$ cat config.mk
export PLATFORM = sky130hd
export DESIGN_NAME = reaction_timer_flat
export DESIGN_NICKNAME = d
export VERILOG_FILES = /design/src/rtl/reaction_timer_if.sv /design/src/rtl/reaction_timer.sv /design/src/flat_wrapper.sv
export SDC_FILE = /design/constraint.sdc
export NUM_CORES = 1
export LEC_CHECK = 0
export CAP_MARGIN = 20
export CELL_PAD_IN_SITES_DETAIL_PLACEMENT = 1
export CELL_PAD_IN_SITES_GLOBAL_PLACEMENT = 2
export CORE_MARGIN = 2
export CORE_UTILIZATION = 33
export DETAILED_ROUTE_END_ITERATION = 10
export GPL_TIMING_DRIVEN = 0
export PLACE_DENSITY = 0.83
export SLEW_MARGIN = 0
export SYNTH_ARGS = -nofsm -noshare
export SYNTH_HDL_FRONTEND = slang
export SYNTH_SLANG_ARGS = --single-unit
$ cat constraint.sdc
create_clock -name clk -period 2.9 [get_ports clk]
set_input_delay 0.435 -clock clk [delete_from_list [all_inputs] [get_ports clk]]
set_output_delay 0.435 -clock clk [all_outputs]
set_load 0.01 [all_outputs]
$ cat src/rtl/reaction_timer_if.sv
// Start-lights reaction timer bus.
// Timer side is master, sequence/display side is slave.
interface reaction_timer_if #(
  parameter int CNT_W = 14
);
  logic             tick;
  logic             trigger;
  logic             lights_out;
  logic             button;
  logic             busy;
  logic             result_valid;
  logic [CNT_W-1:0] result_ms;
  logic             jump_start;
  logic             no_response;
  logic [CNT_W-1:0] best_ms;

  modport master (
    input  tick, trigger, lights_out, button,
    output busy, result_valid, result_ms,
    output jump_start, no_response, best_ms
  );

  modport slave (
    output tick, trigger, lights_out, button,
    input  busy, result_valid, result_ms,
    input  jump_start, no_response, best_ms
  );
endinterface

$ cat src/rtl/reaction_timer.sv
// Reaction timer for the start-lights sequence:
// ms from lights-out to press, jump starts, best time.
module reaction_timer #(
  parameter int CNT_W  = 14,
  parameter int MAX_MS = 9999
) (
  input  logic            clk,
  input  logic            rst_n,
  reaction_timer_if.master bus
);

  localparam logic [CNT_W-1:0] MAX = CNT_W'(MAX_MS);

  typedef enum logic [2:0] {
    IDLE,
    ARMED,
    TIMING,
    DONE,
    JUMP,
    NORESP
  } state_t;

  state_t           state;
  logic [CNT_W-1:0] count;
  logic [CNT_W-1:0] next_cnt;
  logic             btn_prev;
  logic             press;

  assign press    = bus.button & ~btn_prev;
  assign next_cnt = count + 1'b1;
  assign bus.busy = (state == ARMED) ||
                    (state == TIMING);

  always_ff @(posedge clk) begin
    if (!rst_n) begin
      state            <= IDLE;
      count            <= '0;
      btn_prev         <= 1'b1;
      bus.result_valid <= 1'b0;
      bus.result_ms    <= '0;
      bus.jump_start   <= 1'b0;
      bus.no_response  <= 1'b0;
      bus.best_ms      <= MAX;
    end else begin
      btn_prev         <= bus.button;
      bus.result_valid <= 1'b0;
      unique case (state)
        IDLE: begin
          if (bus.trigger) begin
            state <= ARMED;
            count <= '0;
          end
        end
        ARMED: begin
          // A press wins even when lights go out in the same cycle.
          if (press) begin
            state            <= JUMP;
            bus.jump_start   <= 1'b1;
            bus.result_ms    <= '0;
            bus.result_valid <= 1'b1;
          end else if (bus.lights_out) begin
            state <= TIMING;
            count <= '0;
          end
        end
        TIMING: begin
          if (press) begin
            state            <= DONE;
            bus.result_ms    <= count;
            bus.jump_start   <= 1'b0;
            bus.no_response  <= 1'b0;
            bus.result_valid <= 1'b1;
            if (count < bus.best_ms)
              bus.best_ms <= count;
          end else if (bus.tick) begin
            count <= next_cnt;
            if (next_cnt == MAX) begin
              state            <= NORESP;
              bus.result_ms    <= MAX;
              bus.no_response  <= 1'b1;
              bus.result_valid <= 1'b1;
            end
          end
        end
        DONE, JUMP, NORESP: begin
          if (bus.trigger) begin
            state           <= ARMED;
            count           <= '0;
            bus.jump_start  <= 1'b0;
            bus.no_response <= 1'b0;
          end
        end
        default: state <= IDLE;
      endcase
    end
  end

endmodule

$ cat src/flat_wrapper.sv
// flat-port wrapper written by rule: the top's interface ports become plain ports
module reaction_timer_flat 
#(
  parameter int CNT_W  = 14,
  parameter int MAX_MS = 9999
)
  (clk, rst_n, bus_tick, bus_trigger, bus_lights_out, bus_button, bus_busy, bus_result_valid, bus_result_ms, bus_jump_start, bus_no_response, bus_best_ms);
  reaction_timer_if #(.CNT_W(CNT_W)) bus_i ();
  input  logic clk;
  input  logic rst_n;
  input wire logic [$bits(bus_i.tick)-1:0] bus_tick;
  input wire logic [$bits(bus_i.trigger)-1:0] bus_trigger;
  input wire logic [$bits(bus_i.lights_out)-1:0] bus_lights_out;
  input wire logic [$bits(bus_i.button)-1:0] bus_button;
  output wire logic [$bits(bus_i.busy)-1:0] bus_busy;
  output wire logic [$bits(bus_i.result_valid)-1:0] bus_result_valid;
  output wire logic [$bits(bus_i.result_ms)-1:0] bus_result_ms;
  output wire logic [$bits(bus_i.jump_start)-1:0] bus_jump_start;
  output wire logic [$bits(bus_i.no_response)-1:0] bus_no_response;
  output wire logic [$bits(bus_i.best_ms)-1:0] bus_best_ms;
  assign bus_i.tick = bus_tick;
  assign bus_i.trigger = bus_trigger;
  assign bus_i.lights_out = bus_lights_out;
  assign bus_i.button = bus_button;
  assign bus_busy = bus_i.busy;
  assign bus_result_valid = bus_i.result_valid;
  assign bus_result_ms = bus_i.result_ms;
  assign bus_jump_start = bus_i.jump_start;
  assign bus_no_response = bus_i.no_response;
  assign bus_best_ms = bus_i.best_ms;
  reaction_timer #(.CNT_W(CNT_W), .MAX_MS(MAX_MS)) u_core (.clk(clk), .rst_n(rst_n), .bus(bus_i));
endmodule
==> results of run 1 <==
stage by stage:
step / setup WS, ns / utilization / hold WS, ns / instances
floorplan: 0.773 / - / 0.491 / 378
global placement: 0.204 / 0.399 / 0.457 / 522
detailed placement: 0.159 / 0.399 / 0.472 / 522
CTS: 0.257 / 0.409 / 0.487 / 530
global route: 0.00847 / 0.409 / 0.506 / 530
finish: 0.272 / 0.409 / 0.480 / 530
Yosys cell counts (all sizes together) (2+ instances only):
cell    number  area (um2)
dfxtp       49         981
and3         8        50.1
nand2b       8        50.1
ha          17         213
nor4         6        56.3
nor2        22        82.6
o21ai       23         115
nor3        10        50.1
inv         23        86.3
buf         13        85.1
nand3       21         105
a211oi       5        37.5
clkbuf      17        63.8
a21oi       33         169
mux2i       15         150
xor2         2        25.0
a22oi        8        60.1
nand4        8        50.1
a21boi       2        15.0
nor2b        6        37.5
o31ai        2        20.0
and2         2        12.5
nor3b        2        15.0
or4          5        37.5
and4b        2        20.0
or3          2        12.5
o211ai       2        15.0
nand2       27         101
a31oi       13        81.3
o21a         2        15.0
a21o         4        30.0
registers in the layout, indices dropped and copies added (netlist names):
register / flops
u_core.state: 3
u_core.count: 14
u_core.bus.result_ms: 14
u_core.bus.best_ms: 14
u_core.bus.no_response: 1
u_core.bus.result_valid: 1
u_core.bus.jump_start: 1
u_core.btn_prev: 1
kinds of logic after synthesis:
| kind of cell | share of synthesized area |
|---|---|
| xor gates and xnor gates | 0.00828 |
| muxes | 0.0497 |
| AOI/OAI and AO/OA | 0.227 |
| buffers and inverters | 0.0778 |
| adders and majority gates | 0.0704 |
| and+or+nand+nor | 0.242 |
| DFF | 0.325 |
repair_timing:
item / CTS / global route
endpoints found under the hold margin: 0 / 0
endpoints found under the setup margin: 0 / 1
resized for setup: 0 / 2
worst register-to-register path, delay by kind of cell (launching register included):
| family | cells | cell delay, ns |
|---|---|---|
| compound gates | 2 | 0.89 |
| xor+xnor | 1 | 0.17 |
| fa+ha+maj | 1 | 0.19 |
| buf+inv | 1 | 0.24 |
| flops | 1 | 0.41 |
| simple gates | 2 | 0.64 |
power breakdown:
| part | total [mW] | switching [mW] | internal (mW) |
|---|---|---|---|
| clock network | 0.428 | 0.261 | 0.167 |
| registers | 0.743 | 0.0294 | 0.714 |
| logic | 0.851 | 0.549 | 0.302 |
final timing paths:
kind,to,cells past startpoint,from,slack [ns]
min,u_core.bus.best_ms[12],2,u_core.bus.best_ms[12],0.48
max,u_core.state[2],7,u_core.count[0],0.27
min reg2reg,u_core.bus.best_ms[12],2,u_core.bus.best_ms[12],0.48
max reg2reg,u_core.state[2],7,u_core.count[0],0.27
layout make-up:
type                    count  share of cell area
well taps                 108              0.0375
flip-flops and latches     49               0.272
clock buffers               5              0.0191
plain buffers              30              0.0417
multi-input cells         276               0.501
clock inverters             3             0.00486
inverters                  23              0.0239
repair buffers             36               0.100
layer usage:
layer  share of wire  track usage  up-vias  routed length, um
met4           0.013       0.0527        0                123
li1                -            -     1467                  -
met3           0.041       0.0204        9                401
met2            0.46        0.339       66               4440
met5               0            0        -                  0
met1            0.49        0.287     1457               4780
==> metrics, run 1 <==
fill count 1,090; Setup Skew 0.0112 ns; first-pass GRT wire length 16.2 mm; CP max stage cell a211oi_1; final setup fails 0; area grow syn2layout 19.3%; buffer and inverter count on the worst path 1; WS Path Type reg -> reg; total nets after synthesis 401; Design Power 2.02 mW; via count 2,999; worst-path cell chain ha_1 -> buf_2 -> xor2_1 -> nand4_1 -> a211oi_1 -> nand4_1 -> a221oi_1; Static Leakage between 1 and 1.5 nW; critical path's most frequent cell nand4_1; critical path's largest stage delay about 0.55 ns; final std cell area, no fill 3600 um2; vias in the first global route 3,078; global route overflow 0; routed len/inst 18.4 um; post-synthesis sequential area ratio 0.325; syn avg cell area 7.99 um2; Final Hold Viols 0; Clock transition at path regs about 0.10 ns; layout cells sized above 1 0.0735; iteration count of the initial detailed-routing pass 4; CP arrival 2.86 ns; critical path launch point type register; relative slew slack 0.346; setup TNS 0 ns; initial core utilization 0.343; die width 99.7 um; family with the most delay on the worst path compound AO/OA/AOI/OAI gates; status finished clean; Clock Sink Count just under 50; post-synthesis sequential element count 49; Cells after Synth 378; row cnt 34; Root Buffer clkbuf_8; Vias per Instance 5.66; # DRC 0; Critical Path Sink Type register; initial antenna violation count 0; distinct cell type count of the synthesized netlist a little under 60; RSZ-0062 raised after global routing no; drt first-iter violations 117; Post-Route WL around 9.8 mm; fraction of registers with async set/reset 0; worst-skew pair later-pin latency 0.32 ns; TritonCTS Buffers 5; Final Slew Violations 0; Slew @ Worst Pin 0.972 ns; core area 8810 um2; Port Buffer Count 36; commonest non-fill, non-tap cell in the layout dfxtp_1; Register Area between 900 and 1000 um2; worst hold path class reg -> reg; CTS tree built; post-route ant nets 0; CP max FO 10; die footprint 9940 um2; Ant. Diodes 0; GRT Util Overall 0.205; Required @ worst endpoint around 3.1 ns; post-route minimum period about 2.6 ns; H-tree Lvls 2; Placed Area 3520 um2; max-cap viol count 0; dpl hpwl 7.16 mm; RePlAce Congestion between 0.8 and 0.9; largest net degree at the start of global routing 16; commonest cells after routing, fill and taps aside 49 x dfxtp_1, 36 x clkdlybuf4s50_1, 32 x a21oi_1; Post-CTS Hold Buffers 0; NumNets Final 444; # Post-CTS Setup Buffers 0; # IOs 38; max frequency 0.381 GHz; Power Dens Cells between 500 and 600 nW/um2; final worst-path cycle share 0.906; Post-synth EDFFs 0; Die H 99.7 um; Multi-input gate area between 1500 and 2000 um2; VDD IR max 284 uV; synthesis warning total 0; CTS Buffer Depth 2; Primary FF master, synth dfxtp_1; Mapped Area 3020 um2
Power figures use the tool's default switching activity.
==> run 2: changes to the inputs <==
Settings changed: ABC_CLOCK_PERIOD_IN_PS set to 2900, CORE_UTILIZATION 33 to 25, PLACE_DENSITY 0.83 to 0.66.
==> run 2 against run 1 <==
Against the previous run: power up 9.0%; hold slack worse by 0.0025 ns; die area rose by 31%.
==> metrics, run 2 (same netlist as run 1, synthesis figures left out) <==
largest net degree at the start of global routing 14 (-2); Clock Sink Count 49 (unchanged); initial antenna violation count 0 (unchanged); Root Buffer clkbuf_16; final std cell area, no fill 3730 um2 (+3.6%); Net Sw Frac 0.384 (-0.0309); worst hold path class reg -> reg; clock power share 0.271 (+0.059); final setup fails 0 (unchanged); worst-skew pair later-pin latency 0.29 ns (-0.03 ns); row cnt 40 (+18%); VDD IR max 231 uV (-19%); CTS Buffer Depth 2 (unchanged); RSZ-0062 raised after global routing no; final worst-path cycle share 0.865 (-0.0408); GRT Util Overall 0.164 (-0.0410); DR WL met3 256 um (-36%); WS Path Type in -> reg; Ant. Diodes 0 (unchanged); CTS tree built; Post-CTS Hold Buffers 0 (unchanged); die width 114 um (+14%); commonest non-fill, non-tap cell in the layout dfxtp_1; critical path launch point type input port; area grow syn2layout 23.6%; met2 wire length 4.78 mm (+7.7%); Multi-input gate area 1810 um2 (+0.49%); commonest cells after routing, fill and taps aside 49 x dfxtp_1, 36 x clkdlybuf4s50_1, 32 x a21oi_1; global route overflow 0 (unchanged); # IOs 38 (unchanged); Post-Route WL 10.4 mm (+7.0%); RePlAce Congestion 0.800 (-5.4%); vias in the first global route 3,082 (+0.13%); max frequency 0.398 GHz (+4.7%); H-tree Lvls 2 (unchanged); post-route ant nets 0 (unchanged); fill count 1,444 (+32%); power share of the sequential group 0.337 (-0.030); wl on met1 5.29 mm (+11%); Register Area 981 um2 (unchanged); Clock transition at path regs 0.06 ns (-0.04 ns); max-cap viol count 0 (unchanged); DR top layer met4; post-route minimum period 2.51 ns (-0.118 ns); Power Dens Cells 590 nW/um2 (+5.2%); drt first-iter violations 140 (+20%); setup TNS 0 ns (unchanged); core area 11,900 um2 (+35%); net switching power 847 uW (+0.89%); first-pass GRT wire length 16.8 mm (+3.8%); Placed Area 3570 um2 (+1.4%); dpl hpwl 7.66 mm (+7.0%); initial core utilization 0.254 (-0.0895); Vias per Instance 5.24 (-7.5%); Design Power 2.20 mW (+9.0%); Required @ worst endpoint 3.09 ns (-0.04 ns); Setup Skew 0.00694 ns (-0.00430 ns); NumNets Final 446 (+0.45%); Port Buffer Count 36 (unchanged); Core Util, Final 0.313 (-0.0959); Final Slew Violations 0 (unchanged); iteration count of the initial detailed-routing pass 4 (unchanged); Die H 114 um (+14%); Static Leakage 1.40 nW (+3.8%); TritonCTS Buffers 5 (unchanged); routed len/inst 18.3 um (-0.54%); combinational group share of total power 0.391 (-0.030); CP max FO 9 (-1); status finished clean; Final Hold Viols 0 (unchanged); Slew @ Worst Pin 1.13 ns (+0.155 ns); via count 2,985 (-0.47%); die footprint 13,000 um2 (+31%); Critical Path Sink Type register; # DRC 0 (unchanged); CP arrival 2.70 ns (-0.16 ns); relative slew slack 0.243 (-0.104); Internal 1.36 mW (+15%); Top Registers u_core.bus.best_ms x14, u_core.bus.result_ms x14, u_core.count x14; layout cells sized above 1 0.0733 (-0.000174)
==> run 2: cell types whose count changed in the layout (fill, tap and decap cells not counted), sizes merged <==
cell,before,now
clkinvlp,1,0
clkinv,2,0
buf,13,15
clkbuf,22,24
==> run 2: path summary, 6_finish.rpt <==
kind	start	to	slack [ns]	cells after the start
worst max-delay path	bus_trigger	u_core.count[2]	0.39	6
worst min-delay path	u_core.bus.best_ms[11]	u_core.bus.best_ms[11]	0.48	2
worst min register to register	u_core.bus.best_ms[11]	u_core.bus.best_ms[11]	0.48	2
worst max register to register	u_core.state[1]	u_core.count[2]	0.41	8
==> run 2: worst max-delay path: stages <==
cell             delay (ns)
clkdlybuf4s50_1        0.60
nand2b_1               0.16
o31ai_2                0.11
nor4_2                 0.93
a31oi_1                0.18
a311oi_1               0.28
==> run 2: repair_timing <==
action,4_1_cts,5_1_grt
gates resized for setup,0,3
endpoints found under the setup margin,0,1
setup buffers,0,2
==> run 2: layer usage <==
layer / track usage / vias to the layer above
met3: 0.0186 / 7
met5: 0 / -
met1: 0.232 / 1461
met4: 0.0374 / 0
met2: 0.269 / 45
li1: - / 1472
==> run 2: power by group through the flow <==
stage | clock (mW) | sequential, mW | combinational, mW
final | 0.598 | 0.744 | 0.862
after global routing | 0.643 | 0.749 | 0.956
after CTS | 0.615 | 0.745 | 0.865
after detailed placement | 0 | 0.761 | 0.857
after global placement | 0 | 0.758 | 0.858
after floorplan | 0 | 0.762 | 0.562
==> run 2: metrics by stage <==
| step | std cells | setup slack, ns | hold WS [ns] |
|---|---|---|---|
| finish | 570 | 0.390 | 0.478 |
| global route | 570 | 0.223 | 0.512 |
| global placement | 561 | 0.0676 | 0.462 |
| CTS | 568 | 0.219 | 0.483 |
| floorplan | 378 | 0.773 | 0.491 |
| detailed placement | 561 | 0.0936 | 0.472 |
==> run 2: cell type report <==
type                       count  share of cell area
clock buffer                   7              0.0382
inverter                      23              0.0231
timing repair buffer          38               0.101
buffer                        30              0.0402
sequential                    49               0.263
multi-input combinational    276               0.486
tap                          147              0.0493
==> run 3: changes to the inputs <==
Settings changed: ABC_CLOCK_PERIOD_IN_PS 2900 to 2800, PLACE_DENSITY 0.66 to unset, PLACE_DENSITY_LB_ADDON set to 0.1.
Clock period 2.9 ns to 2.8 ns, I/O delays scaled along.
==> run 3 against run 2 <==
Against the previous run: cell count is the same; flip-flop and latch count is the same; highest routed layer unchanged; sequential share of layout area is essentially flat; clock skew grew 0.00059 ns; power grew 6.0%; design area grew 0.17%; clock power grew 12%; sequential power grew 3.6%; global-route usage grew 1.2 points; setup slack lost 0.12 ns.
==> metrics, run 3 (same netlist as run 1, synthesis figures left out) <==
Final Hold Viols 0 (unchanged); initial antenna violation count 0 (unchanged); Clock Sink Count 49 (unchanged); RSZ-0062 raised after global routing no; relative slew slack 0.246 (+0.00354); Internal 1.43 mW (+5.5%); post-route ant nets 0 (unchanged); NumNets Final 445 (-0.22%); Clock transition at path regs 0.07 ns (about the same); VDD IR max 210 uV (-9.3%); worst-skew pair later-pin latency 0.30 ns (about the same); dpl hpwl 7.89 mm (+3.0%); status finished clean; iteration count of the initial detailed-routing pass 4 (unchanged); Core Util, Final 0.314 (+0.000526); worst hold path class reg -> reg; Port Buffer Count 36 (unchanged); Setup Skew 0.00754 ns (+0.000591 ns); max frequency between 0.3 and 0.4 GHz; drt first-iter violations 122 (-13%); clock power share 0.287 (+0.016); Setup WS post-layout 0.267 ns (-0.123 ns); GRT Util Overall 0.176 (+0.0116); Root Buffer clkbuf_16; combinational group share of total power 0.383 (-0.008); fill count 1,450 (+0.42%); CP max FO 9 (unchanged); CP arrival 2.73 ns (+0.03 ns); Power Dens Cells 625 nW/um2 (+5.8%); Ant. Diodes 0 (unchanged); Post-Route WL 10.8 mm (+3.5%); net switching power 905 uW (+6.8%); DP Worst Slack -0.0573 ns (-0.151 ns); Placed Area 3570 um2 (unchanged); Die H 114 um (unchanged); # IOs 38 (unchanged); die width 114 um (unchanged); via count 3,038 (+1.8%); final std cell area, no fill 3740 um2 (+0.17%); Multi-input gate area 1810 um2 (unchanged); row cnt 40 (unchanged); routed len/inst 18.9 um (+3.5%); initial core utilization 0.254 (unchanged); WS Path Type in -> reg; Post-CTS Hold Buffers 0 (unchanged); Slew @ Worst Pin 1.12 ns (-0.00526 ns); Critical Path Sink Type register; final setup fails 0 (unchanged); Top Registers u_core.bus.best_ms x14, u_core.bus.result_ms x14, u_core.count x14; layout cells sized above 1 0.0733 (unchanged); Non-Filler Instances 570 (unchanged); power share of the sequential group 0.330 (-0.007); commonest cells after routing, fill and taps aside 49 x dfxtp_1, 36 x clkdlybuf4s50_1, 32 x a21oi_1; max-cap viol count 0 (unchanged); commonest non-fill, non-tap cell in the layout dfxtp_1; CTS tree built; Net Sw Frac 0.387 (+0.00285); TritonCTS Buffers 5 (unchanged); critical path launch point type input port; largest net degree at the start of global routing 15 (+1); final worst-path cycle share 0.905; core area 11,900 um2 (unchanged); RePlAce Congestion 0.770 (-3.8%); Required @ worst endpoint 3.00 ns (-0.09 ns); H-tree Lvls 2 (unchanged); Register Area 981 um2 (unchanged); DP Cell Count 561 (unchanged); vias in the first global route 3,111 (+0.94%); area grow syn2layout 23.8%; die footprint 13,000 um2 (unchanged); global route overflow 0 (unchanged); Final Slew Violations 0 (unchanged); # DRC 0 (unchanged); first-pass GRT wire length 17.5 mm (+4.3%); Vias per Instance 5.33 (+1.8%); Static Leakage 1.40 nW (about the same); CTS Buffer Depth 2 (unchanged); post-route minimum period 2.53 ns
run 3: cell count changes in the layout (fill, tap and decap cells not counted), sizes merged:
| cell | change |
|---|---|
| buf | -1 |
| clkinv | +1 |
run 3: cell type report:
type,instances,share of cell area
Sequential cell,49,0.262
Clock inverter,1,0.00134
Buffer,30,0.0398
Tap cell,147,0.0492
Timing Repair Buffer,37,0.0984
Multi-Input combinational cell,276,0.485
Clock buffer,7,0.0408
Inverter,23,0.0231
run 3: worst paths after layout:
| kind | from | end | slack (ns) | depth (start not counted) |
|---|---|---|---|---|
| hold reg to reg | u_core.bus.best_ms[5] | u_core.bus.best_ms[5] | 0.48 | 2 |
| setup / recovery | bus_button | u_core.count[13] | 0.27 | 6 |
| hold / removal | u_core.bus.best_ms[5] | u_core.bus.best_ms[5] | 0.48 | 2 |
| setup reg to reg | u_core.count[5] | u_core.state[2] | 0.27 | 7 |
run 3: worst max-delay path, cell delays in order:
cell	delay, ns
clkdlybuf4s50_1	0.46
nand2b_1	0.28
a21oi_2	0.11
nor4_2	0.95
a21boi_0	0.26
o21a_1	0.25
run 3: power by group through the flow:
stage / logic, mW / registers (mW) / clock network [mW]
CTS: 0.901 / 0.772 / 0.699
finish: 0.895 / 0.771 / 0.671
floorplan: 0.582 / 0.789 / 0
detailed placement: 0.894 / 0.788 / 0
global placement: 0.900 / 0.787 / 0
global route: 0.998 / 0.778 / 0.724
run 3: what timing repair did:
item / in CTS / in global routing
endpoints found under the hold margin: 0 / 0
buffers inserted: 0 / 1
endpoints found under the setup margin: 0 / 15
resized for setup: 0 / 1
run 3: metal layers:
metal	routed length [um]	vias up	global-route usage
met2	4750	45	0.272
met3	287	15	0.0303
met5	0	-	0
li1	-	1476	-
met1	5580	1502	0.247
met4	178	0	0.0593
run 3: per-stage QoR:
| stage | total power [mW] | setup TNS, ns | hold WS (ns) |
|---|---|---|---|
| floorplan | 1.37 | 0 | 0.491 |
| CTS | 2.37 | 0 | 0.483 |
| global placement | 1.69 | -0.0561 | 0.459 |
| detailed placement | 1.68 | -0.0573 | 0.473 |
| finish | 2.34 | 0 | 0.478 |
| global route | 2.50 | 0 | 0.500 |
